==> src/rtl/hilo_multu.sv <==
// hilo_multu: sequential 32-step shift-add unsigned multiplier with HI/LO
// registers, serving MULTU, MFHI and MFLO for the MIPS execute stage.
module hilo_multu #(
    parameter int WIDTH = 32
) (
    input  logic             clk,
    input  logic             rst_n,
    input  logic             valid,
    input  logic [5:0]       Signal,
    input  logic [WIDTH-1:0] dataA,
    input  logic [WIDTH-1:0] dataB,
    output logic [WIDTH-1:0] dataOut,
    output logic             busy,
    output logic             done,
    output logic             stall
);

    localparam logic [5:0] FN_MULTU = 6'b011001;
    localparam logic [5:0] FN_MFHI  = 6'b010000;
    localparam logic [5:0] FN_MFLO  = 6'b010010;

    localparam logic [1:0] IDLE = 2'd0;
    localparam logic [1:0] MUL  = 2'd1;
    localparam logic [1:0] DONE = 2'd2;

    localparam int CW = (WIDTH > 1) ? $clog2(WIDTH) : 1;
    localparam logic [CW-1:0] LAST_STEP = CW'(WIDTH - 1);

    logic [1:0]         state;
    logic [CW-1:0]      counter;
    logic [WIDTH-1:0]   mcand;
    logic [2*WIDTH-1:0] product;
    logic [WIDTH-1:0]   hi;
    logic [WIDTH-1:0]   lo;

    logic               is_multu;
    logic               is_mfhi;
    logic               is_mflo;
    logic               accept;
    logic [WIDTH:0]     addend;
    logic [WIDTH:0]     sum;
    logic [2*WIDTH-1:0] product_nxt;

    assign is_multu = (Signal == FN_MULTU);
    assign is_mfhi  = (Signal == FN_MFHI);
    assign is_mflo  = (Signal == FN_MFLO);

    // Status flags come straight off the state register.
    assign busy  = (state == MUL);
    assign done  = (state == DONE);

    // Only our own function codes are refused while a multiply runs.
    assign stall  = valid & busy & (is_multu | is_mfhi | is_mflo);
    assign accept = valid & ((state == IDLE) | (state == DONE));

    // One shift-add step: conditionally add the multiplicand into the upper
    // half (keeping the carry), then shift the whole product right by one.
    always_comb begin
        addend      = product[0] ? {1'b0, mcand} : '0;
        sum         = {1'b0, product[2*WIDTH-1:WIDTH]} + addend;
        product_nxt = {sum, product[WIDTH-1:1]};
    end

    // Control FSM, multiply datapath, HI/LO and read-port registers.
    always_ff @(posedge clk) begin
        if (!rst_n) begin
            state   <= IDLE;
            counter <= '0;
            mcand   <= '0;
            product <= '0;
            hi      <= '0;
            lo      <= '0;
            dataOut <= '0;
        end else begin
            // In DONE, hi/lo already hold the new product, so reads see it.
            if (accept && is_mfhi) dataOut <= hi;
            if (accept && is_mflo) dataOut <= lo;

            case (state)
                IDLE, DONE: begin
                    if (accept && is_multu) begin
                        mcand   <= dataA;
                        product <= {{WIDTH{1'b0}}, dataB};
                        counter <= '0;
                        state   <= MUL;
                    end else begin
                        state   <= IDLE;
                    end
                end
                MUL: begin
                    product <= product_nxt;
                    counter <= counter + CW'(1);
                    if (counter == LAST_STEP) begin
                        hi    <= product_nxt[2*WIDTH-1:WIDTH];
                        lo    <= product_nxt[WIDTH-1:0];
                        state <= DONE;
                    end
                end
                default: state <= IDLE;
            endcase
        end
    end

endmodule

==> config.mk <==
export PLATFORM = sky130hd
export DESIGN_NAME = hilo_multu
export DESIGN_NICKNAME = d
export VERILOG_FILES = /design/src/rtl/hilo_multu.sv
export SDC_FILE = /design/constraint.sdc
export NUM_CORES = 1
export LEC_CHECK = 0
export BUFFER_PORTS_ARGS = -buffer_cell sky130_fd_sc_hd__buf_2
export CAP_MARGIN = 20
export CORE_MARGIN = 3
export CORE_UTILIZATION = 59
export CTS_CLUSTER_SIZE = 24
export DETAILED_ROUTE_END_ITERATION = 8
export PLACE_DENSITY_LB_ADDON = 0.08
export SLEW_MARGIN = 20
export SYNTH_ARGS = -nofsm -noshare
export SYNTH_HDL_FRONTEND = slang
export SYNTH_SLANG_ARGS = --single-unit
==> constraint.sdc <==
create_clock -name clk -period 3.4 [get_ports clk]
set_input_delay 0.34 -clock clk [delete_from_list [all_inputs] [get_ports clk]]
set_output_delay 0.34 -clock clk [all_outputs]
set_load 0.05 [all_outputs]
==> results of run 1 <==
-- critical path, cell delays in order, from the launching register on --
cell and delay, ns:
dfxtp_1 0.36, and2_1 0.14, ha_1 0.20, inv_1 0.06, fa_1 0.45, nor2b_4 0.16, o2111ai_2 0.13, a32oi_2 0.38
a41oi_4 0.22, a2bb2oi_2 0.25, and4_4 0.20, o31a_1 0.28
-- power by group --
group	total (mW)	switching, mW	internal [mW]
clock	1.99	1.00	0.983
combinational	0.169	0.0965	0.0726
sequential	2.35	0.00752	2.34
-- area by class of cell --
| cell class | count | area share (%) |
|---|---|---|
| tap | 216 | 2.44 |
| multi-input combinational | 883 | 50.1 |
| sequential | 199 | 35.9 |
| clock inverter | 15 | 1.34 |
| inverter | 10 | 0.339 |
| timing repair buffer | 122 | 5.98 |
| clock buffer | 17 | 3.84 |
-- placed cells by master (no fill, tap or decap), types with 3 or more instances in the layout --
cell,instances
and3_1,5
o21ai_1,12
o21a_1,6
a31oi_1,4
or3_1,3
clkbuf_16,17
o211ai_1,7
o211a_1,65
buf_2,106
nor3_1,4
o21ai_2,4
dfxtp_1,199
a21oi_2,5
inv_6,4
a22o_1,10
xor2_1,13
a211oi_1,3
nand4_1,11
a21boi_0,82
a21o_1,12
nand3_1,64
nand2_1,313
a21boi_1,14
and2_1,36
nor2_1,24
inv_8,6
a21oi_1,30
mux2i_1,32
xnor2_1,16
inv_1,9
buf_4,15
nor3_2,3
o31a_1,3
nor4_1,3
ha_1,34
o21ai_0,26
-- registers in the layout (all words and copies together), names as in the netlist --
register,flops
counter,5
dataOut,32
hi,32
lo,32
mcand,32
product,64
state,2
-- stage by stage --
step	utilization (%)	instance area [sq um]	total power, mW
2_1_floorplan	-	9900	2.50
3_3_place_gp	65.0	10500	2.57
3_5_place_dp	65.0	10500	2.57
4_1_cts	68.5	11100	4.52
5_1_grt	68.5	11100	4.64
6_report	68.5	11100	4.50
-- logic make-up after synthesis --
logic type	count (synthesis)	share of synthesized area [%]
AO/OA/AOI/OAI	301	23.7
XOR/XNOR	29	2.57
adder cells (fa/ha/maj)	35	4.50
buffers and inverters	99	3.89
flip-flops	199	40.2
multiplexers	33	3.35
AND/OR/NAND/NOR	485	21.8
-- per-layer routing --
metal | up-vias | wire length, um
li1 | 4222 | -
met2 | 161 | 11900
met1 | 4006 | 10600
met5 | - | 0
met3 | 47 | 714
met4 | 0 | 554
-- how the worst max path moves through the flow --
| stage | startpoint | to | depth (start not counted) |
|---|---|---|---|
| after floorplan | product[0] | hi[29] | 12 |
| after global placement | product[0] | hi[29] | 11 |
| after detailed placement | product[0] | hi[29] | 11 |
| after CTS | product[0] | hi[29] | 11 |
| after global routing | product[0] | product[62] | 11 |
| final | product[0] | hi[29] | 11 |
==> impl_metrics.env, run 1 <==
export IMPL_status="finished, final reports clean"
export IMPL_die_w_um=136
export IMPL_relSlewSlack_pct=38.3
export IMPL_p_per_area_mw_per_mm2=406
export IMPL_final_nets=1341
export IMPL_setup_viol=0
export IMPL_routed_wirelength_mm=23.7
export IMPL_die_area_sq_mm=0.0184
export IMPL_multi_input_area_sq_mm=0.00555
export IMPL_final_fill_count=1397
export IMPL_max_freq_mhz=341
export IMPL_grt_use_met2_pct=46.0
export IMPL_fin_crit_ns=2.94
export IMPL_worstPathArrival_ns=3.27
export IMPL_drc_errors=0
export IMPL_crit_required_ns=3.73
export IMPL_p_leak_nw=5.12
export IMPL_whs_path_depth=3
export IMPL_place_gp_congestion=0.933
export IMPL_met1_usage_pct=32.6
export IMPL_fin_crit_sh_pct=86.4
export IMPL_ctsResizeCount=0
export IMPL_maxCapViolations=0
export IMPL_syn_avg_cell_area_sq_um=8.38
export IMPL_ys_warn_count=0
export IMPL_seqCellArea_sq_mm=0.00398
export IMPL_seq_area_frac_synth_pct=40.2
export IMPL_synth_edf_count=0
export IMPL_critPathLaunchType="register"
export IMPL_syn_inst=1181
export IMPL_hpwl_mm=16.1
export IMPL_reg2reg_depth=11
export IMPL_antenna_found_initial=0
export IMPL_criticalPathCategory="register to register"
export IMPL_grt_max_degree=90
export IMPL_async_flop_share_pct=0
export IMPL_final_cells=1462
export IMPL_min_delay_start="dataA[5]"
export IMPL_hold_class="input pin to register"
export IMPL_reg2reg_to="hi[29]"
export IMPL_clk_latency_ns=0.45
export IMPL_cts_hold_buf=0
export IMPL_cts_root_buf="clkbuf_16"
export IMPL_timing_rr_start="product[0]"
export IMPL_clk_pin_slew_ns=0.08
export IMPL_grt_total_usage_pct=26.1
export IMPL_post_place_ws_ns=0.531
export IMPL_vias=8436
export IMPL_start_util_pct=61.2
export IMPL_dp_cells=1430
export IMPL_postRouteAntennaNets=0
export IMPL_drv_slew=0
export IMPL_cts_buffers=17
export IMPL_yosys_top_cells_area="dfxtp_1 40%, nand2_1 12%, o211a_1 6.6%"
export IMPL_worst_slew_pin_slew_ns=0.926
export IMPL_cp_max_fo=7
export IMPL_syn_nets=1289
export IMPL_synthTopCellsByCount="314 x nand2_1, 199 x dfxtp_1, 82 x a21boi_0"
export IMPL_coreArea_sq_mm=0.0162
export IMPL_grt_busiest_layer="met2"
export IMPL_antenna_cells=0
export IMPL_first_pass_iters=5
export IMPL_worst_hold_slack_ns=0.131
export IMPL_drtIter0Drc=398
export IMPL_ys_ff_latch=199
export IMPL_fp_dieH_um=136
export IMPL_tritoncts="done"
export IMPL_grt_met3_usage_pct=3.71
export IMPL_clock_skew_ns=0.0142
export IMPL_rows=46
export IMPL_wl_per_cell_um=16.2
export IMPL_vias_per_cell=5.77
export IMPL_hold_path_endpoint="mcand[5]"
export IMPL_grt_pass1_vias=7954
export IMPL_synth_top_area_cell="dfxtp_1"
export IMPL_io_buffers=107
export IMPL_clock_path_buffers=2
export IMPL_fin_ws_ns=0.463
export IMPL_hold_viol=0
export IMPL_pin_count=108
export IMPL_synthesis_area_sq_mm=0.00990
export IMPL_ir_drop_uv=399
export IMPL_synth_cell_type_count=63
export IMPL_yosysMostFrequentCell="nand2_1"
export IMPL_clock_sinks=199
export IMPL_rsz0062_at_grt="no"
export IMPL_overflow=0
export IMPL_synth_flop_cell="dfxtp_1"
export IMPL_end_kind="register"
export IMPL_drive_gt1_share_pct=14.9
export IMPL_area_growth_pct=11.9
export IMPL_ff2ff_setup_slack_ns=0.46
export IMPL_h_tree_depth=4
export IMPL_cts_setup_buffers=0
export IMPL_grt_first_pass_wirelength_mm=38.9
export IMPL_fin_tns_setup_ns=0
export IMPL_synth_top_area_share_pct=40.2
No activity file was read; power rests on OpenSTA's default activity.
==> run 2: changes to the inputs <==
- CTS_BUF_LIST: default -> sky130_fd_sc_hd__clkbuf_16
- PLACE_DENSITY: default -> 0.8
- PLACE_DENSITY_LB_ADDON: 0.08 -> default
==> run 2 against run 1 <==
Effect of this change:
- clock power shrank 3%
- register-to-register slack got worse by 0.17 ns
- clock skew shrank 0.0064 ns
- die area unchanged
- non-clock buffer count decreased by 2
- clock-buffer cell count unchanged
- critical path type unchanged
- critical endpoint unchanged
==> impl_metrics.env, run 2 (same netlist as run 1, synthesis figures left out) <==
export IMPL_coreArea_sq_mm=0.0162
export IMPL_routed_wirelength_mm=23.8
export IMPL_largest_reg_flops=64
export IMPL_clk_pin_slew_ns=0.07
export IMPL_hold_viol=0
export IMPL_p_per_area_mw_per_mm2=404
export IMPL_timing_rr_start="product[0]"
export IMPL_cp_buffers_inverters=1
export IMPL_final_nets=1339
export IMPL_first_pass_iters=7
export IMPL_fin_crit_sh_pct=91.5
export IMPL_critPathLaunchType="register"
export IMPL_vias=8479
export IMPL_ctsResizeCount=0
export IMPL_vias_per_cell=5.81
export IMPL_ir_drop_uv=361
export IMPL_clock_sinks=199
export IMPL_final_fill_count=1331
export IMPL_total_power_mw=4.46
export IMPL_cpLargestDelayFamily="compound AO/OA/AOI/OAI gates"
export IMPL_wl_per_cell_um=16.3
export IMPL_fin_tns_setup_ns=0
export IMPL_largest_register="product"
export IMPL_comb_power_share_pct=3.8
export IMPL_clk_latency_ns=0.44
export IMPL_cpPeakStageDelay_ns=0.48
export IMPL_cp_max_fo=12
export IMPL_grt_max_degree=90
export IMPL_cts_hold_buf=0
export IMPL_post_place_ws_ns=0.346
export IMPL_postRouteAntennaNets=0
export IMPL_ff2ff_setup_slack_ns=0.29
export IMPL_hold_path_endpoint="mcand[5]"
export IMPL_whs_path_depth=3
export IMPL_power_frac_clock_pct=43.6
export IMPL_reg2reg_to="hi[29]"
export IMPL_pin_count=108
export IMPL_min_delay_start="dataA[5]"
export IMPL_grt_pass1_vias=8125
export IMPL_power_internal_mw=3.38
export IMPL_clock_path_buffers=2
export IMPL_hpwl_mm=16.3
export IMPL_max_freq_mhz=321
export IMPL_grt_first_pass_wirelength_mm=39.4
export IMPL_reg2reg_depth=11
export IMPL_tritoncts="done"
export IMPL_final_cell_mix="313 x nand2_1, 199 x dfxtp_1, 106 x buf_2"
export IMPL_fin_crit_ns=3.11
export IMPL_grt_total_usage_pct=26.3
export IMPL_power_frac_seq_pct=52.6
export IMPL_crit_required_ns=3.74
export IMPL_hold_class="input pin to register"
export IMPL_p_leak_nw=5.10
export IMPL_drv_slew=0
export IMPL_criticalPathCategory="register to register"
export IMPL_switching_share_pct=24.2
export IMPL_critPathSlowestCell="dfxtp_1"
export IMPL_maxCapViolations=0
export IMPL_drive_gt1_share_pct=14.8
export IMPL_cts_root_buf="clkbuf_16"
export IMPL_die_area_sq_mm=0.0184
export IMPL_path_cells="and2_1 -> ha_1 -> inv_1 -> fa_1 -> nor2b_4 -> o2111ai_2 -> a32oi_2 -> a41oi_4 -> a2bb2oi_2 -> and4_4 -> o31a_1"
export IMPL_setup_viol=0
export IMPL_rows=46
export IMPL_clock_skew_ns=0.00781
export IMPL_antenna_found_initial=0
export IMPL_io_buffers=107
export IMPL_worst_slew_pin_slew_ns=0.902
export IMPL_layout_commonest_cell="nand2_1"
export IMPL_overflow=0
export IMPL_drc_errors=0
export IMPL_final_cells=1460
export IMPL_dp_cells=1428
export IMPL_h_tree_depth=4
export IMPL_area_growth_pct=11.6
export IMPL_worstPathArrival_ns=3.45
export IMPL_rsz0062_at_grt="no"
export IMPL_fp_dieH_um=136
export IMPL_power_switching_mw=1.08
export IMPL_cts_setup_buffers=0
export IMPL_die_w_um=136
export IMPL_antenna_cells=0
export IMPL_fin_ws_ns=0.289
export IMPL_cts_buffers=17
export IMPL_end_kind="register"
export IMPL_status="finished, final reports clean"
export IMPL_place_gp_congestion=0.895
export IMPL_relSlewSlack_pct=39.9
export IMPL_drtIter0Drc=613
export IMPL_start_util_pct=61.2
[run 2: cell types whose count changed in the layout (fill, tap and decap cells not counted), sizes merged]
cell,previous run,this run
inv,20,16
clkinv,4,8
buf,122,120
[run 2: power groups by stage]
stage	Combinational [mW]	Clock, mW	Sequential [mW]
after CTS	0.168	1.98	2.35
after global routing	0.183	2.07	2.35
after floorplan	0.0858	0	2.42
after detailed placement	0.168	0	2.40
after global placement	0.166	0	2.40
final	0.168	1.94	2.35
[run 2: tightest hold or removal path, delay by kind of cell]
family / cells / cell delay (ns)
simple gates: 1 / 0.04
compound gates: 1 / 0.06
buf+inv: 1 / 0.09
[run 2: metal layers]
| metal | share of wire [%] | vias to the layer above | wire length [um] | global-route usage (%) |
|---|---|---|---|---|
| met5 | 0 | - | 0 | 0 |
| met3 | 3.9 | 46 | 935 | 4.38 |
| met1 | 43 | 4030 | 10300 | 33.0 |
| li1 | - | 4209 | - | - |
| met2 | 50 | 194 | 12000 | 46.1 |
| met4 | 2.2 | 0 | 521 | 8.29 |
[run 2: layout make-up]
| class | count | area [sq um] | area share, % |
|---|---|---|---|
| flip-flops and latches | 199 | 3980 | 36.1 |
| well taps | 216 | 270 | 2.45 |
| inverters | 10 | 37.5 | 0.340 |
| multi-input cells | 883 | 5550 | 50.3 |
| repair buffers | 120 | 636 | 5.75 |
| clock inverters | 15 | 140 | 1.27 |
| clock buffers | 17 | 425 | 3.85 |
[run 2: worst max-delay path by stage]
stage	from	to	slack, ns	cells after the start
global placement	product[0]	hi[29]	0.44	11
finish	product[0]	hi[29]	0.29	11
detailed placement	product[0]	hi[29]	0.35	11
floorplan	product[0]	hi[29]	0.51	12
global route	product[0]	product[62]	0.08	11
CTS	product[0]	hi[29]	0.31	11
[run 2: metrics by stage]
step | instance area, sq um | util [%] | hold slack, ns
2_1_floorplan | 9900 | - | 0.424
3_3_place_gp | 10500 | 64.8 | 0.439
3_5_place_dp | 10500 | 64.8 | 0.443
4_1_cts | 11000 | 68.3 | 0.130
5_1_grt | 11000 | 68.3 | 0.144
6_report | 11000 | 68.3 | 0.140
